**src/rtl/orb_moment_accum.sv**
```systemverilog
// Streaming ORB intensity-centroid accumulator: m10/m01 over a circular patch mask.
// Define ORB_MOMENT_ROUND_EN to round half-up before the output shift.
module orb_moment_accum #(
  parameter int PIX_W     = 8,
  parameter int RADIUS    = 18,
  parameter int ACC_W     = 22,
  parameter int BIT_WIDTH = 12,
  parameter int SHIFT     = 10
) (
  input  logic                 clk,
  input  logic                 rst,
  input  logic                 ena,
  input  logic                 pix_valid,
  input  logic                 pix_sop,
  input  logic [PIX_W-1:0]     pix,
  output logic                 pix_ready,
  output logic                 out_valid,
  output logic [BIT_WIDTH-1:0] m10_abs,
  output logic [BIT_WIDTH-1:0] m01_abs,
  output logic                 m10_neg,
  output logic                 m01_neg
);

  localparam int SIDE = 2 * RADIUS + 1;
  localparam int CW   = $clog2(SIDE);
  localparam int XW   = CW + 1;
  localparam int PW   = XW + PIX_W + 1;

  localparam logic [CW-1:0] RC   = CW'(RADIUS);
  localparam logic [CW-1:0] LAST = CW'(2 * RADIUS);
  localparam logic [ACC_W:0] SAT = (ACC_W + 1)'((1 << BIT_WIDTH) - 1);
`ifdef ORB_MOMENT_ROUND_EN
  localparam logic [ACC_W:0] RND =
    (SHIFT > 0) ? ((ACC_W + 1)'(1) << (SHIFT > 0 ? SHIFT - 1 : 0)) : '0;
`endif

  typedef enum logic [1:0] {
    S_IDLE,
    S_ACCUM,
    S_FLUSH,
    S_OUT
  } state_t;

  function automatic int half_width(input int ay);
    int hw;
    hw = 0;
    for (int k = 0; k <= RADIUS; k++) begin
      if (k * k + ay * ay <= RADIUS * RADIUS) hw = k;
    end
    return hw;
  endfunction

  function automatic logic [BIT_WIDTH-1:0] scale(
    input logic signed [ACC_W-1:0] a
  );
    logic [ACC_W:0] m;
    m = {1'b0, a[ACC_W-1] ? -a : a};
`ifdef ORB_MOMENT_ROUND_EN
    m = m + RND;
`endif
    m = m >> SHIFT;
    return (m > SAT) ? SAT[BIT_WIDTH-1:0] : m[BIT_WIDTH-1:0];
  endfunction

  state_t r_state;
  state_t w_state_nx;

  logic [CW-1:0] r_col;
  logic [CW-1:0] r_row;

  logic                 r_s1_vld;
  logic                 r_s1_first;
  logic                 r_s1_last;
  logic signed [PW-1:0] r_s1_px;
  logic signed [PW-1:0] r_s1_py;

  logic signed [ACC_W-1:0] r_m10;
  logic signed [ACC_W-1:0] r_m01;

  logic                 r_ov;
  logic [BIT_WIDTH-1:0] r_a10;
  logic [BIT_WIDTH-1:0] r_a01;
  logic                 r_n10;
  logic                 r_n01;

  logic                 w_acc;
  logic                 w_take;
  logic                 w_last;
  logic [CW-1:0]        w_col;
  logic [CW-1:0]        w_row;
  logic [CW-1:0]        w_ax;
  logic [CW-1:0]        w_ay;
  logic                 w_in;
  logic signed [XW-1:0] w_x;
  logic signed [XW-1:0] w_y;
  logic signed [PW-1:0] w_xe;
  logic signed [PW-1:0] w_ye;
  logic signed [PW-1:0] w_pe;
  logic signed [PW-1:0] w_px;
  logic signed [PW-1:0] w_py;

  // Half-width of the circular mask for each |y|; rows past RADIUS never index it.
  logic [CW-1:0] w_hw [2**CW];
  for (genvar g = 0; g < 2**CW; g++) begin : g_hw
    localparam int HWV = half_width(g);
    assign w_hw[g] = HWV[CW-1:0];
  end

  assign pix_ready = ~rst & ((r_state == S_IDLE) | (r_state == S_ACCUM));
  assign w_acc     = pix_valid & pix_ready & ena;
  assign w_take    = w_acc & (pix_sop | (r_state == S_ACCUM));

  assign w_col  = pix_sop ? '0 : r_col;
  assign w_row  = pix_sop ? '0 : r_row;
  assign w_last = (r_state == S_ACCUM) & ~pix_sop &
                  (w_col == LAST) & (w_row == LAST);

  assign w_ax = (w_col >= RC) ? w_col - RC : RC - w_col;
  assign w_ay = (w_row >= RC) ? w_row - RC : RC - w_row;
  assign w_in = (w_ax <= w_hw[w_ay]);

  assign w_x  = $signed({1'b0, w_col}) - $signed({1'b0, RC});
  assign w_y  = $signed({1'b0, w_row}) - $signed({1'b0, RC});
  assign w_xe = PW'(w_x);
  assign w_ye = PW'(w_y);
  assign w_pe = $signed(PW'({1'b0, pix}));
  assign w_px = w_in ? w_xe * w_pe : '0;
  assign w_py = w_in ? w_ye * w_pe : '0;

  always_comb begin
    w_state_nx = r_state;
    case (r_state)
      S_IDLE:  if (w_acc && pix_sop) w_state_nx = S_ACCUM;
      S_ACCUM: if (w_take && w_last) w_state_nx = S_FLUSH;
      S_FLUSH: if (r_s1_last) w_state_nx = S_OUT;
      S_OUT:   w_state_nx = S_IDLE;
      default: w_state_nx = S_IDLE;
    endcase
  end

  always_ff @(posedge clk) begin
    if (rst) begin
      r_state <= S_IDLE;
      r_col   <= '0;
      r_row   <= '0;
    end else if (ena) begin
      r_state <= w_state_nx;
      if (w_take) begin
        if (w_col == LAST) begin
          r_col <= '0;
          r_row <= (w_row == LAST) ? '0 : w_row + 1'b1;
        end else begin
          r_col <= w_col + 1'b1;
          r_row <= w_row;
        end
      end
    end
  end

  always_ff @(posedge clk) begin
    if (rst) begin
      r_s1_vld   <= 1'b0;
      r_s1_first <= 1'b0;
      r_s1_last  <= 1'b0;
      r_s1_px    <= '0;
      r_s1_py    <= '0;
    end else if (ena) begin
      r_s1_vld   <= w_take;
      r_s1_first <= w_take & pix_sop;
      r_s1_last  <= w_take & w_last;
      if (w_take) begin
        r_s1_px <= w_px;
        r_s1_py <= w_py;
      end
    end
  end

  // The sop pixel loads rather than adds, discarding any abandoned patch.
  always_ff @(posedge clk) begin
    if (rst) begin
      r_m10 <= '0;
      r_m01 <= '0;
    end else if (ena && r_s1_vld) begin
      if (r_s1_first) begin
        r_m10 <= ACC_W'(r_s1_px);
        r_m01 <= ACC_W'(r_s1_py);
      end else begin
        r_m10 <= r_m10 + ACC_W'(r_s1_px);
        r_m01 <= r_m01 + ACC_W'(r_s1_py);
      end
    end
  end

  always_ff @(posedge clk) begin
    if (rst) begin
      r_ov  <= 1'b0;
      r_a10 <= '0;
      r_a01 <= '0;
      r_n10 <= 1'b0;
      r_n01 <= 1'b0;
    end else if (ena) begin
      r_ov <= (r_state == S_OUT);
      if (r_state == S_OUT) begin
        r_a10 <= scale(r_m10);
        r_a01 <= scale(r_m01);
        r_n10 <= r_m10[ACC_W-1];
        r_n01 <= r_m01[ACC_W-1];
      end
    end
  end

  assign out_valid = r_ov;
  assign m10_abs   = r_a10;
  assign m01_abs   = r_a01;
  assign m10_neg   = r_n10;
  assign m01_neg   = r_n01;

endmodule

```
**config.mk**
```make
export PLATFORM = sky130hd
export DESIGN_NAME = orb_moment_accum
export DESIGN_NICKNAME = d
export VERILOG_FILES = /design/src/rtl/orb_moment_accum.sv
export SDC_FILE = /design/constraint.sdc
export NUM_CORES = 1
export LEC_CHECK = 0
export CELL_PAD_IN_SITES_DETAIL_PLACEMENT = 1
export CELL_PAD_IN_SITES_GLOBAL_PLACEMENT = 2
export CORE_MARGIN = 4
export CORE_UTILIZATION = 40
export CTS_CLUSTER_SIZE = 28
export DETAILED_ROUTE_END_ITERATION = 12
export PLACE_DENSITY = 0.94
export SLEW_MARGIN = 40
export SYNTH_ARGS = -nofsm -noshare
export SYNTH_HDL_FRONTEND = slang
export SYNTH_SLANG_ARGS = --single-unit
```
**constraint.sdc**
```tcl
create_clock -name clk -period 9.5 [get_ports clk]
set_input_delay 0.95 -clock clk [delete_from_list [all_inputs] [get_ports clk]]
set_output_delay 0.95 -clock clk [all_outputs]
set_load 0.005 [all_outputs]
```
Word level (Yosys, flattened, before mapping)
Memory sizes are Yosys's and may differ from the RTL's.
Cells that the tools add are included.
{"block": "classes", "muxes": 21, "n_div": 0, "n_addsub": 12, "n_shift": 0, "n_reduce_logical": 7, "n_bitwise": 14, "magnitude_cmp": 6, "n_mul": 2, "eq_ne": 8}
{"op": "22-bit 2-to-1 mux", "count": 4}
{"op": "6-bit 2-to-1 mux", "count": 9}
{"op": "22-bit by 16-bit adder with 22-bit output", "count": 2}
{"op": "22-bit negation", "count": 2}
{"op": "7-bit by 9-bit multiplier with 16-bit output", "count": 2}
{"op": "16-bit 2-to-1 mux", "count": 2}
{"op": "12-bit > comparator, second input constant", "count": 2}
{"op": "12-bit 2-to-1 mux", "count": 2}
{"op": "6-bit by 5-bit subtractor with 7-bit output, second input constant", "count": 2}
{"op": "6-bit by 1-bit adder with 6-bit output, second input constant", "count": 2}
{"op": "6-bit equality test, second input constant", "count": 2}
{"op": "6-bit by 5-bit greater-or-equal comparator with 1-bit output, second input constant", "count": 2}
{"op": "5-bit by 6-bit subtractor with 6-bit output, first input constant", "count": 2}
{"op": "6-bit by 5-bit subtractor with 6-bit output, second input constant", "count": 2}
{"op": "1-bit bitwise AND", "count": 9}
{"op": "2-bit one-hot mux with 4 select lines", "count": 1}
{"op": "7-bit greater-or-equal comparator, second input constant", "count": 1}
{"op": "6-bit NOT with 7-bit output", "count": 1}
{"op": "6-bit less-or-equal comparator", "count": 1}
{"op": "2-bit 2-to-1 mux", "count": 3}
{"op": "2-bit equality test, second input constant", "count": 2}
{"op": "2-bit by 1-bit != test with 1-bit output, second input constant", "count": 2}
{"op": "2-bit AND reduction", "count": 2}
{"op": "4-bit AND reduction", "count": 1}
{"op": "6 further kinds", "count": 10}
{"block": "word_totals", "in_bits": 13, "register_bits": 120, "latch_bits": 0, "mem_bits_ro": 384, "output_inout_bits": 28, "mem_bits_rw": 0, "mem_count": 1, "elab_cells": 86}
{"memory": "(no name shown)", "depth": 64, "width": 6, "rd": 1, "rd_ports_with_merged_regs": 0, "wr": 0, "line": "120", "source": "assign w_in = (w_ax <= w_hw[w_ay]);"}

Depth between registers and ports, before layout
Gate-level depths: netlist of run 1.
{"block": "depth", "ltp_word": 9, "depth_mapped": 26, "mapped_depth_nobuf": 22}

Worst setup path before layout of run 1
No wires, ideal clock.
{"block": "synth_timing", "kind": "input port to flip-flop", "startpoint": "input pix_sop", "endpoint": "register r_s1_px[15]", "setup_ps": 117, "arrival_time_ps": 5860, "setup_slack_ps": 3523, "stages": 21, "t_required_ps": 9383, "path_buffers": 3, "path_cell_list": "buf_2 clkbuf_1 clkbuf_1 nor2_1 or2_2 fa_1 fa_1 inv_1 fa_1 inv_1 fa_1 inv_1 ha_1 o21ai_0 a21boi_0 o21ai_0 a21oi_1 a31oi_1 o21ai_0 xnor2_1 a22o_1"}
{"block": "synth_via", "elab_chain_cells": 9, "word_cells_on_any_way": 21, "cone_classes": "add/sub (5); mul (1); order compare (3); mux (7); bitwise (3); reduce/logical (1); memory (1)"}
{"item": "from (decl)", "line": "14", "source": "input logic pix_sop,"}
{"item": "6-bit 2-to-1 mux", "line": "114", "source": "assign w_row = pix_sop ? '0 : r_row;"}
{"item": "5-bit by 6-bit subtractor with 6-bit output, or another cell as far along", "line": "119", "source": "assign w_ay = (w_row >= RC) ? w_row - RC : RC - w_row;"}
{"item": "6-bit 2-to-1 mux", "line": "119"}
{"item": "6-bit NOT with 7-bit output (implied by the code)", "line": "120"}
{"item": "memory 64 x 6 bit"}
{"item": "6-bit 2-to-1 mux (implied by the code) (2 in series)", "line": "120"}
{"item": "6-bit less-or-equal comparator", "line": "120"}
{"item": "16-bit 2-to-1 mux", "line": "127", "source": "assign w_px = w_in ? w_xe * w_pe : '0;"}
{"item": "to (signal assigned)", "line": "172", "source": "r_s1_px <= w_px;"}
{"item": "to (decl)", "line": "74", "source": "logic signed [PW-1:0] r_s1_px;"}
Several ways; a longest one is shown, not always the timed one. The select of a mux whose other input is x is not followed.
A chain may end at the register's enable or synchronous reset.

Worst setup path after layout of run 1
Same ends and word-level chain as after synthesis.

==> results of run 1 <==
==> tightest hold or removal path: stages (launching register included) <==
cell and delay, ns:
dfxtp_1 0.30, nand2_1 0.05, a21oi_1 0.05
==> flip-flops by register name, summed over array words and instances, names as in the netlist, 2 cells and up <==
register,cells
m01_abs,12
r_m01,22
r_state,2
m10_abs,12
r_s1_py,16
r_s1_px,16
r_row,6
r_m10,22
r_col,6
==> worst paths after layout <==
kind	startpoint	to	depth (start not counted)	slack (ns)
worst max-delay path	pix_sop	r_s1_px[15]	21	3.35
worst min-delay path	m10_neg	m10_neg	2	0.45
worst max register to register	r_col[3]	r_s1_px[15]	21	3.54
worst min register to register	m10_neg	m10_neg	2	0.45
==> metal layers <==
metal | vias up | track usage [%] | wire [um]
met5 | - | 0 | 0
met4 | 0 | 4.503 | 430
met3 | 33 | 2.194 | 636
met2 | 96 | 35.53 | 15770
met1 | 5201 | 25.67 | 15200
li1 | 5195 | - | -
==> stage by stage <==
step	setup slack [ns]	utilization, %	total power, W
after global routing	3.028	44.72	0.001858
final	3.349	44.72	0.001733
after floorplan	3.523	-	0.0009720
after detailed placement	3.012	42.76	0.001114
after CTS	3.350	44.66	0.001757
after global placement	2.525	42.77	0.001086
==> cell families after synthesis <==
logic type | after synthesis | synth area share [%]
muxes | 14 | 1.180
adders and majority gates | 205 | 25.29
DFF | 120 | 20.05
buffers and inverters | 225 | 7.173
xor gates and xnor gates | 78 | 5.701
AOI/OAI and AO/OA | 367 | 19.71
and+or+nand+nor | 503 | 20.90
==> area by class of cell <==
cell class	instances	area (um2)
clock buffer	24	491.7
clock inverter	8	70.07
fill	3596	16340
inverter	145	544.3
multi-input combinational	1167	8747
sequential	120	2404
tap	390	488.0
timing repair buffer	51	473.0
==> power by group through the flow <==
stage               Sequential (W)  Clock (W)  Combinational (W)
floorplan                 0.000522          0           0.000450
global placement          0.000525          0           0.000561
detailed placement        0.000525          0           0.000589
CTS                       0.000514   0.000645           0.000597
global route              0.000515   0.000661           0.000682
finish                    0.000515   0.000630           0.000588
==> cell usage after synthesis, drive strengths merged, types with 6 or more instances <==
library cell | n | area, um2
a2111oi | 6 | 71.32
a211oi | 36 | 275.3
a21o | 17 | 127.6
a21oi | 89 | 445.4
a22oi | 29 | 217.7
a311oi | 6 | 52.55
a31oi | 15 | 93.84
and2 | 61 | 381.6
and3 | 9 | 56.30
buf | 16 | 73.82
clkbuf | 64 | 241.5
dfxtp | 120 | 2402
fa | 62 | 1241
ha | 143 | 1789
inv | 145 | 544.3
mux2i | 13 | 130.1
nand2 | 123 | 461.7
nand2b | 27 | 168.9
nand3 | 22 | 110.1
nand4 | 6 | 37.54
nor2 | 148 | 555.5
nor2b | 23 | 143.9
nor3 | 23 | 125.1
nor3b | 7 | 52.55
nor4 | 13 | 87.58
o211ai | 11 | 82.58
o21a | 9 | 67.56
o21ai | 99 | 495.5
o31ai | 9 | 67.56
or2 | 12 | 75.07
or3 | 8 | 60.06
or4 | 8 | 75.07
xnor2 | 42 | 367.9
xor2 | 36 | 315.3
==> impl_metrics.yaml, run 1 <==
outcome:
  status: "finished, final reports clean"
die:
  core_area_mm2: 0.02956
  fp.dieW_um: 181.1
  start_util_pct: 40.54
  rows: 63
  fp.dieArea_mm2: 0.03279
  die_y_um: 181.1
  io_pins: 41
detailed_routing:
  remaining_drc_errors: 0
  first_pass_iters: 5
  viasPerCell: 5.525
  wl_per_cell_um: 16.82
  drt_iter0_drc: 350
  antenna_left: 0
  route.vias.total: 10525
  wirelength_mm: 32.03
clocking:
  cts-root-buf: "clkbuf_16"
  post_cts_resized: 0
  cts_buffers: 17
  cts_sinks: 120
  clk-insertion-delay-late_ns: 0.43
  htree_num_levels: 4
  hold_buffers: 0
  clock_path_buffers: 2
  cts_tree: "yes"
  clk_pin_slew_worst_paths_ns: 0.06
  post_cts_buffers: 0
power:
  seq_power_share_pct: 29.7
  leakagePower_nw: 5.595
  p_sw_share_pct: 33.79
  p_per_area_mw_per_mm2: 131.1
  p_int_w: 0.001147
  netSwitchingPower_w: 0.0005856
  ir_worst_vdd_mv: 0.1371
  combPwrFrac_pct: 33.9
  clkPwrFrac_pct: 36.4
cells_and_area:
  nets: 1720
  drive_gt1_share_pct: 5.083
  design_area_mm2: 0.01322
  mostFrequentLayoutCells: "nor2_1, inv_1, ha_1"
  final_cells: 1905
  layout_commonest_cell: "nor2_1"
  area_growth_pct: 10.29
  n_antenna_cell: 0
critical_path:
  cp.required_ns: 9.80
  end_kind: "flop"
  crit_type: "primary input to flop"
  cp_slowest_cell: "fa_1"
  worst-path-buf-inv: 4
  crit_path_max_incr_delay_ns: 0.55
  cp_top_family: "adder cells"
  cp_max_fo: 24
  worst_ep_arrival_time_ns: 6.45
  crit_chain: "buf_2, nand2b_1, ha_1, nand2b_1, fa_1, inv_1, ha_1, inv_1, fa_1, fa_1, inv_1, ha_1, nor2b_1, o21ai_0, a21boi_0, o21ai_0, a21oi_1, a31oi_1, o21ai_0, xnor2_1, a22o_1"
  start_kind: "primary input"
placed_design:
  io_buffers: 40
  dpl.cell_count: 1872
  place_hpwl_mm: 23.90
  placed_area_mm2: 0.01264
  globalplace.congestion: 0.8379
sta:
  max_freq_mhz: 162.6
  fin_skew_ns: 0.01682
  fin_crit_ns: 6.151
  period_share_pct: 64.75
  grt_setup_unrepaired: "no"
  fin_setup_tns_ns: 0
  whs_ns: 0.4499
  worst_pin_slew_ns: 0.7997
  max_slew_margin_pct: 46.63
  hold_viol: 0
  drv_slew: 0
  finalSetupViolations: 0
hold_path:
  hp-class: "flop to flop"
yosys:
  syn_area_mm2: 0.01198
  yosysWarnings: 0
  synth-main-ff-cell: "dfxtp_1"
  ys_seq_area_share_pct: 20.05
  yosysUniqueCellTypes: 68
  syn_inst: 1512
  synth_seq_cells: 120
  synth_edf_count: 0
  syn-num-nets: 1730
  async_reset_ff_share_pct: 0
  postSynthAreaPerCell_um2: 7.926
grt:
  antenna_found_initial: 0
  grt_pass1_wl_mm: 55.30
  grt_pass1_vias: 11240
  grt_max_degree: 71
  grt.overflow.total: 0
  track_usage_pct: 19.83
job:
  maxCapViolCount: 0
No activity file was read; power rests on OpenSTA's default activity.
==> inputs of run 2 (changes only) <==
--- a/config.mk
+++ b/config.mk
@@ -8,10 +8,10 @@
 export CELL_PAD_IN_SITES_DETAIL_PLACEMENT = 1
 export CELL_PAD_IN_SITES_GLOBAL_PLACEMENT = 2
 export CORE_MARGIN = 4
-export CORE_UTILIZATION = 40
+export CORE_UTILIZATION = 35
 export CTS_CLUSTER_SIZE = 28
 export DETAILED_ROUTE_END_ITERATION = 12
-export PLACE_DENSITY = 0.94
+export PLACE_DENSITY = 0.88
 export SLEW_MARGIN = 40
 export SYNTH_ARGS = -nofsm -noshare
 export SYNTH_HDL_FRONTEND = slang
==> constraint.sdc (replaced) <==
create_clock -name clk -period 5.3 [get_ports clk]
set_input_delay 0.53 -clock clk [delete_from_list [all_inputs] [get_ports clk]]
set_output_delay 0.53 -clock clk [all_outputs]
set_load 0.005 [all_outputs]
==> impl_metrics.yaml, run 2 (same netlist as run 1, synthesis figures left out) <==
sta:
  fin_crit_ns: 5.098
  max_freq_mhz: 196.2
  fin_skew_ns: 0.01304
  fin_setup_tns_ns: 0
  period_share_pct: 96.18
  worst_pin_slew_ns: 0.8263
  whs_ns: 0.4612
  max_slew_margin_pct: 44.85
  drv_slew: 0
  hold_viol: 0
  finalSetupViolations: 0
grt:
  use_met2_pct: 32.65
  grt_util_met1_pct: 23.37
  grt_max_degree: 65
  grt_pass1_wl_mm: 55.82
  grt.overflow.total: 0
  gr-max-usage-layer: "met2"
  grt_pass1_vias: 11265
  antenna_found_initial: 0
  track_usage_pct: 18.10
  grtUsageMet3_pct: 2.017
detailed_routing:
  wl_per_cell_um: 16.28
  wirelength_mm: 33.26
  first_pass_iters: 4
  viasPerCell: 5.270
  remaining_drc_errors: 0
  antenna_left: 0
  route.vias.total: 10767
  drt_iter0_drc: 407
critical_path:
  reg2reg_slack_ns: 0.20
  end_kind: "flop"
  cp_top_family: "adder cells"
  worst-path-stages: 20
  worst_ep_arrival_time_ns: 5.37
  start_kind: "flop"
  reg2reg_to: "r_s1_py[11]"
  worst-path-buf-inv: 5
  crit_path_max_incr_delay_ns: 0.54
  cpMostUsedCell: "fa_1"
  reg2regPathDepth: 20
  crit_type: "flop to flop"
  cp_max_fo: 5
  cp.required_ns: 5.57
  crit_chain: "o31ai_1, a21oi_1, or2_2, fa_1, fa_1, inv_1, fa_1, inv_1, fa_1, inv_1, ha_1, o21ai_1, a21boi_1, o21ai_0, a21oi_1, buf_4, buf_4, xor2_1, a22oi_1, nor2_1"
  reg2reg_from: "r_row[2]"
  cp_slowest_cell: "fa_1"
clocking:
  cts_tree: "yes"
  cts-root-buf: "clkbuf_16"
  htree_num_levels: 4
  hold_buffers: 0
  cts_buffers: 17
  cts_sinks: 120
  clk_pin_slew_worst_paths_ns: 0.06
  clk-insertion-delay-late_ns: 0.42
  clock_path_buffers: 2
die:
  core_area_mm2: 0.03362
  rows: 67
  start_util_pct: 35.65
  io_pins: 41
  fp.dieW_um: 193.0
  fp.dieArea_mm2: 0.03726
  die_y_um: 193.0
cells_and_area:
  mostFrequentLayoutCells: "nor2_1, inv_1, ha_1"
  drive_gt1_share_pct: 11.03
  final_util_pct: 41.96
  area_growth_pct: 17.70
  fillers: 4055
  reg_top3: "r_m01: 22 flops, r_m10: 22 flops"
  nets: 1803
  n_antenna_cell: 0
  layout_commonest_cell: "nor2_1"
hold_path:
  min_to: "m10_neg"
  hp-class: "flop to flop"
  hp-start: "m10_neg"
  holdPathStages: 2
placed_design:
  globalplace.congestion: 0.8422
  io_buffers: 40
  place_hpwl_mm: 24.94
job:
  maxCapViolCount: 0
power:
  ir_worst_vdd_mv: 0.1890
  p_per_area_mw_per_mm2: 240.7
  leakagePower_nw: 6.066
  power_w: 0.003395
outcome:
  status: "finished, final reports clean"
-- run 2: how the worst max path moves through the flow --
stage                        start          end  slack, ns
after global placement     pix_sop  r_s1_px[15]      -0.41
after CTS                  pix_sop  r_s1_px[13]      0.007
after global routing      r_col[1]  r_s1_px[13]      -0.02
after floorplan            pix_sop  r_s1_py[15]      0.004
after detailed placement   pix_sop  r_s1_px[15]      -0.60
final                     r_row[2]  r_s1_py[11]       0.20
-- run 2: final cells by class --
cell class	count	area [um2]	area share [%]
tap	448	560.5	3.974
clock buffer	21	480.5	3.406
timing repair buffer	134	1170	8.294
inverter	145	544.3	3.859
sequential	120	2406	17.06
clock inverter	8	121.4	0.8605
multi-input combinational	1167	8822	62.55
-- run 2: layer usage --
layer / wire [um] / share of wire, %
met2: 16470 / 50
met1: 15800 / 47
met5: 0 / 0
met3: 616 / 1.9
met4: 377 / 1.1
-- run 2: tightest hold or removal path: stages (launching register included) --
cell     delay, ns
dfxtp_1       0.31
nand2_1       0.05
a21oi_1       0.05
-- run 2: through the flow --
| stage | setup WS [ns] | std cells | area [um2] |
|---|---|---|---|
| floorplan | 0.003994 | 1512 | 12030 |
| finish | 0.2023 | 2043 | 14100 |
| global route | -0.01606 | 2043 | 14100 |
| global placement | -0.4139 | 2006 | 13370 |
| CTS | 0.006513 | 2036 | 14000 |
| detailed placement | -0.5981 | 2006 | 13370 |
-- run 2: repair_timing --
item	CTS	global route
gates resized for setup	8	13
pin swaps	3	6
buffers inserted	1	6
gates cloned	0	1
endpoints found under the setup margin	7	12
-- run 2: report_power, final --
| part | internal, W | switching (W) | total [W] |
|---|---|---|---|
| Sequential | 0.000910 | 0.0000119 | 0.000922 |
| Combinational | 0.000615 | 0.000632 | 0.00125 |
| Clock | 0.000780 | 0.000446 | 0.00123 |
| Total | 0.00231 | 0.00109 | 0.00339 |
